## src/rtl/hist_drain.sv

```systemverilog
// hist_drain: read-out engine for the histogram RAM.
// On start it stalls the increment pipeline, waits for in-flight updates to
// retire, then reads every bin in ascending order and streams (bin, count)
// beats over a valid/ready interface through a small output FIFO.
// Optional feature macro: HIST_DRAIN_CLEAR_EN (zero each bin as it is read).
module hist_drain #(
  parameter int ADDR_W     = 5,
  parameter int DATA_W     = 32,
  parameter int RD_LAT     = 2,
  parameter int FIFO_DEPTH = 4
) (
  input  logic              clk,
  input  logic              rst_n,
  input  logic              start,
  input  logic              hist_idle,
  output logic              hist_hold,
  output logic              busy,
  output logic              done,
  output logic [ADDR_W-1:0] ram_rdaddr,
  input  logic [DATA_W-1:0] ram_q,
  output logic [ADDR_W-1:0] ram_wraddr,
  output logic [DATA_W-1:0] ram_wdata,
  output logic              ram_wren,
  output logic              out_valid,
  input  logic              out_ready,
  output logic [ADDR_W-1:0] out_bin,
  output logic [DATA_W-1:0] out_count,
  output logic              out_last
);

  localparam int PW = (FIFO_DEPTH > 1) ? $clog2(FIFO_DEPTH) : 1;
  localparam int CW = $clog2(FIFO_DEPTH + RD_LAT + 1);

  localparam logic [1:0] S_IDLE    = 2'd0;
  localparam logic [1:0] S_QUIESCE = 2'd1;
  localparam logic [1:0] S_READ    = 2'd2;
  localparam logic [1:0] S_FLUSH   = 2'd3;

  logic [1:0]        state;
  logic [1:0]        state_nx;
  logic              hold_d;
  logic [ADDR_W:0]   rd_ptr;
  logic [RD_LAT-1:0] pipe_valid;
  logic [ADDR_W-1:0] pipe_addr [RD_LAT];
  logic [ADDR_W-1:0] fifo_bin  [FIFO_DEPTH];
  logic [DATA_W-1:0] fifo_cnt  [FIFO_DEPTH];
  logic [PW-1:0]     wr_idx;
  logic [PW-1:0]     rd_idx;
  logic [CW-1:0]     fifo_count;
  logic [CW-1:0]     inflight;
  logic              issue;
  logic              push;
  logic              pop;
  logic              drained;

  function automatic logic [PW-1:0] next_idx(input logic [PW-1:0] idx);
    return (idx == PW'(FIFO_DEPTH - 1)) ? '0 : idx + 1'b1;
  endfunction

  // Count reads still travelling through the RAM latency pipe.
  always_comb begin
    inflight = '0;
    for (int i = 0; i < RD_LAT; i++) begin
      inflight = inflight + CW'(pipe_valid[i]);
    end
  end

  // A read is only issued when its result is guaranteed a FIFO slot.
  assign issue   = (state == S_READ) && !rd_ptr[ADDR_W] &&
                   ((inflight + fifo_count) < CW'(FIFO_DEPTH));
  assign push    = pipe_valid[RD_LAT-1];
  assign out_valid = (fifo_count != '0);
  assign pop     = out_valid && out_ready;
  assign drained = (fifo_count == '0) && (inflight == '0);

  // Next-state selection; hist_idle is trusted only once hold has been seen for a full cycle.
  always_comb begin
    state_nx = state;
    case (state)
      S_IDLE:    if (start) state_nx = S_QUIESCE;
      S_QUIESCE: if (hold_d && hist_idle) state_nx = S_READ;
      S_READ:    if (rd_ptr[ADDR_W]) state_nx = S_FLUSH;
      S_FLUSH:   if (drained) state_nx = S_IDLE;
      default:   state_nx = S_IDLE;
    endcase
  end

  // State register, hold history and read pointer.
  always_ff @(posedge clk) begin
    if (!rst_n) begin
      state  <= S_IDLE;
      hold_d <= 1'b0;
      rd_ptr <= '0;
    end else begin
      state  <= state_nx;
      hold_d <= hist_hold;
      if (state == S_IDLE && start) begin
        rd_ptr <= '0;
      end else if (issue) begin
        rd_ptr <= rd_ptr + 1'b1;
      end
    end
  end

  // Valid bits of the read-latency pipe; cleared so a reset abandons every read.
  always_ff @(posedge clk) begin
    if (!rst_n) begin
      pipe_valid <= '0;
    end else begin
      pipe_valid[0] <= issue;
      for (int i = 1; i < RD_LAT; i++) begin
        pipe_valid[i] <= pipe_valid[i-1];
      end
    end
  end

  // Bin addresses travelling alongside the valid bits.
  always_ff @(posedge clk) begin
    pipe_addr[0] <= rd_ptr[ADDR_W-1:0];
    for (int i = 1; i < RD_LAT; i++) begin
      pipe_addr[i] <= pipe_addr[i-1];
    end
  end

  // Output FIFO: push returned data with its bin, pop on handshake.
  always_ff @(posedge clk) begin
    if (!rst_n) begin
      wr_idx     <= '0;
      rd_idx     <= '0;
      fifo_count <= '0;
    end else begin
      if (push) begin
        fifo_bin[wr_idx] <= pipe_addr[RD_LAT-1];
        fifo_cnt[wr_idx] <= ram_q;
        wr_idx           <= next_idx(wr_idx);
      end
      if (pop) begin
        rd_idx <= next_idx(rd_idx);
      end
      case ({push, pop})
        2'b10:   fifo_count <= fifo_count + 1'b1;
        2'b01:   fifo_count <= fifo_count - 1'b1;
        default: fifo_count <= fifo_count;
      endcase
    end
  end

  assign hist_hold  = (state != S_IDLE);
  assign busy       = (state != S_IDLE);
  assign done       = (state == S_FLUSH) && drained;
  assign ram_rdaddr = issue ? rd_ptr[ADDR_W-1:0] : '0;
  assign ram_wdata  = '0;

  assign out_bin   = out_valid ? fifo_bin[rd_idx] : '0;
  assign out_count = out_valid ? fifo_cnt[rd_idx] : '0;
  assign out_last  = out_valid && (fifo_bin[rd_idx] == '1);

`ifdef HIST_DRAIN_CLEAR_EN
  assign ram_wren   = pipe_valid[RD_LAT-1];
  assign ram_wraddr = pipe_valid[RD_LAT-1] ? pipe_addr[RD_LAT-1] : '0;
`else
  assign ram_wren   = 1'b0;
  assign ram_wraddr = '0;
`endif

endmodule

```

## config.mk

```make
export PLATFORM = sky130hd
export DESIGN_NAME = hist_drain
export DESIGN_NICKNAME = d
export VERILOG_FILES = /design/src/rtl/hist_drain.sv
export SDC_FILE = /design/constraint.sdc
export NUM_CORES = 1
export LEC_CHECK = 0
export CAP_MARGIN = 20
export CELL_PAD_IN_SITES_DETAIL_PLACEMENT = 0
export CELL_PAD_IN_SITES_GLOBAL_PLACEMENT = 1
export CORE_ASPECT_RATIO = 1.5
export CORE_UTILIZATION = 40
export CTS_BUF_LIST = sky130_fd_sc_hd__clkbuf_2
export DETAILED_ROUTE_END_ITERATION = 10
export PLACE_DENSITY_LB_ADDON = 0.1
export SLEW_MARGIN = 20
export SYNTH_ARGS = -nofsm -noshare
export SYNTH_HDL_FRONTEND = slang
export SYNTH_SLANG_ARGS = --single-unit
```

## constraint.sdc

```tcl
create_clock -name clk -period 2.61 [get_ports clk]
set_input_delay 0.3915 -clock clk [delete_from_list [all_inputs] [get_ports clk]]
set_output_delay 0.3915 -clock clk [all_outputs]
set_load 0.01 [all_outputs]
```

==> impl_metrics.tcl <==
set metrics [dict create \
    outcome "finished with violations" \
    violations "design-rule violations, negative setup slack" \
    cts_buffer_depth 2 \
    cts_tree "done" \
    gr-total-overflow 0 \
    drive_above_1_share 0.3596 \
    path_cells "buf_12, buf_8, mux4_2, nand4_1, a2111oi_2, buf_4, buf_6" \
    final_cells 759 \
    boundaryPins 122 \
    numCtsBuffers 17 \
    crit_required_ns 2.22 \
    finalHoldViolCount 0 \
    gp_congestion 0.6876 \
    h-tree-depth 4 \
    syn_avg_cell_area_um2 17.56 \
    r2r_slack_ns 0.47 \
    arrival_ns 2.34 \
    viasPerCell 4.812 \
    ys_seq_area_frac 0.6990 \
    cts-hold-fix-buffers 0 \
    wire_per_inst_um 17.74 \
    fp.dieArea_mm2 0.01860 \
    hold_path_depth 1 \
    fillers 1478 \
    power_density_mw_per_mm2 672.4 \
    finalMaxSlewViolations 0 \
    skew_ns 0.03367 \
    dp_cells 705 \
    layout_commonest_cell "edfxtp_1" \
    slowest_stage "dfxtp_4" \
    vdd_drop_max_v 0.0003889 \
    start_kind "register" \
    dpl.hpwl_um 8032 \
    syn_to_final_growth_pct 24.32 \
    core-area_mm2 0.01750 \
    yosysTopAreaCellShare 0.6158 \
    grt_start_max_net_pins 39 \
    critPathTopFamily "buffers and inverters" \
    critPathCaptureType "output port" \
    die_w_um 111.7 \
    syn_area_mm2 0.007217 \
    tns_ns -1.439 \
    clkLatencyLatePin_ns 0.72 \
    period_minus_slack_ns 2.735 \
    cp_num_buf_inv 4 \
    worst_pin_slew_ns 0.5415 \
    clock-root-buffer "clkbuf_2" \
    place_ws_ns 0.1074 \
    synth.distinct_cells 41 \
    fmax_mhz 365.7 \
    drtIter0Drc 207 \
    io_buffer_count 83 \
    grt_pass1_wl_um 21380 \
    critical_path.max_fanout 4 \
    synthTopCellsByArea "edfxtp_1, mux4_2, dfxtp_1" \
    cap_violations 0 \
    rsz0062_at_grt "true" \
    fin_util 0.5128 \
    row_count 59 \
    first_pass_iters 7 \
    leakage_nw 3.219 \
    hold_path_end "fifo_cnt[1][11]" \
    clk_pin_slew_ns 0.27 \
    fin_nets 584 \
    min_path_type "input port to register" \
    worst_slack_ns -0.1248 \
    setup-violations-final 26 \
    yosys_warnings 0 \
    synth.ff_latch_count 178 \
    vias 3652 \
    grt_pass1_vias 3936 \
    finalCritPeriodShare 1.048 \
    relSlewSlack 0.6382 \
    worstSetupPathType "register to output port" \
    reg2reg_to "fifo_count[2]" \
    start_util 0.4125 \
    yosys.area.top_type "edfxtp_1" \
    drc 7 \
    reg2regPathDepth 11 \
    ant_nets 0 \
    slowest_delay_ns 0.42 \
    die_height_um 166.5 \
    antenna_found_initial 1 \
    synthCells 411 \
    grt.total_usage 0.1548 \
    cts_sinks 178 \
    min_from "ram_q[11]" \
    final_cell_mix "edfxtp_1, conb_1, clkdlybuf4s50_1, mux4_2, and2_4" \
    totalWireLength_um 13460 \
    r2r_start "fifo_count[1]" \
]
## layer usage
metal / wire (µm) / global-route usage / vias up / share of wire
met4: 141 / 0.05288 / 0 / 0.010
met3: 616 / 0.04112 / 8 / 0.046
met2: 7518 / 0.2833 / 85 / 0.56
met1: 5185 / 0.1714 / 1838 / 0.39
met5: 0 / 0 / - / 0
li1: - / - / 1721 / -
## worst reg2reg max path: stages (launching register included)
cell      delay, ns
dfxtp_2        0.38
buf_4          0.12
nor3_2         0.05
inv_1          0.12
nand2_1        0.11
inv_1          0.07
ha_1           0.19
inv_1          0.07
fa_1           0.37
xor2_1         0.16
or3_1          0.30
a21boi_0       0.16
## flip-flops by register name, indices dropped and copies added (netlist names), named ones only
signal / flops
fifo_cnt: 128
fifo_bin: 20
pipe_addr: 10
rd_ptr: 6
fifo_count: 3
pipe_valid: 2
rd_idx: 2
state: 2
wr_idx: 2
hold_d: 1
## worst max-delay path by stage
stage	start	to	slack, ns	cells past startpoint
2_1_floorplan	pipe_valid[1]	ram_rdaddr[0]	0.48	6
3_3_place_gp	pipe_valid[1]	ram_rdaddr[2]	0.12	7
3_5_place_dp	pipe_valid[1]	ram_rdaddr[1]	0.11	7
4_1_cts	register	out_last	-0.27	7
5_1_grt	register	out_last	-0.30	7
6_report	register	out_last	-0.12	7
## timing repair
| item | 4_1_cts | 5_1_grt |
|---|---|---|
| endpoints found under the hold margin | 0 | 0 |
| buffers inserted | 13 | 7 |
| pin swaps | 7 | 3 |
| resized for setup | 227 | 28 |
| endpoints found under the setup margin | 47 | 46 |
| gates cloned | 3 | 0 |
## logic make-up after synthesis
kind of cell	count (synthesis)	synth area share
DFF	178	0.6990
and+or+nand+nor	87	0.07195
buffers and inverters	66	0.05738
muxes	41	0.1193
AOI/OAI and AO/OA	20	0.02115
adders and majority gates	15	0.02705
xor gates and xnor gates	3	0.003641
other	1	0.0005196
## stage by stage
stage | hold slack [ns] | power, W | area, µm²
2_1_floorplan | 0.3096 | 0.003824 | 7356
3_3_place_gp | 0.3133 | 0.004184 | 8267
3_5_place_dp | 0.3151 | 0.004203 | 8267
4_1_cts | 0.1555 | 0.006040 | 8838
5_1_grt | 0.1363 | 0.006319 | 8972
6_report | 0.2572 | 0.006033 | 8972
## power by group
| group | total, W | internal, W | leakage (nW) | switching [W] |
|---|---|---|---|---|
| sequential | 0.00318 | 0.00314 | 1.59 | 0.0000448 |
| clock | 0.00170 | 0.000751 | 0.180 | 0.000951 |
| combinational | 0.00115 | 0.000637 | 1.45 | 0.000513 |
## cells in the mapped netlist (all sizes together)
| cell | instances |
|---|---|
| a31o | 1 |
| edfxtp | 148 |
| nand2 | 12 |
| and3 | 5 |
| ha | 14 |
| xor2 | 1 |
| mux2i | 5 |
| a2111oi | 2 |
| or4b | 1 |
| o211ai | 1 |
| nand2b | 2 |
| nor2 | 3 |
| mux4 | 36 |
| nand3 | 3 |
| a211oi | 2 |
| a31oi | 2 |
| a21boi | 5 |
| clkbuf | 6 |
| a21oi | 2 |
| or3b | 1 |
| or3 | 2 |
| and2 | 45 |
| conb | 1 |
| fa | 1 |
| nor3 | 2 |
| o21ai | 5 |
| and4 | 1 |
| and2b | 2 |
| nand3b | 1 |
| inv | 12 |
| dfxtp | 30 |
| buf | 48 |
| nand4 | 3 |
| nor2b | 4 |
| xnor2 | 2 |
## layout make-up
| class | count | area (µm²) | share of cell area |
|---|---|---|---|
| flip-flops and latches | 178 | 5062 | 0.5642 |
| multi-input cells | 204 | 2038 | 0.2272 |
| repair buffers | 119 | 1242 | 0.1385 |
| well taps | 213 | 266.5 | 0.02970 |
| diodes | 1 | 2.502 | 0.0002789 |
| inverters | 12 | 45.04 | 0.005020 |
| clock buffers | 18 | 90.09 | 0.01004 |
| clock inverters | 14 | 225.2 | 0.02510 |
Power figures use the tool's default switching activity.
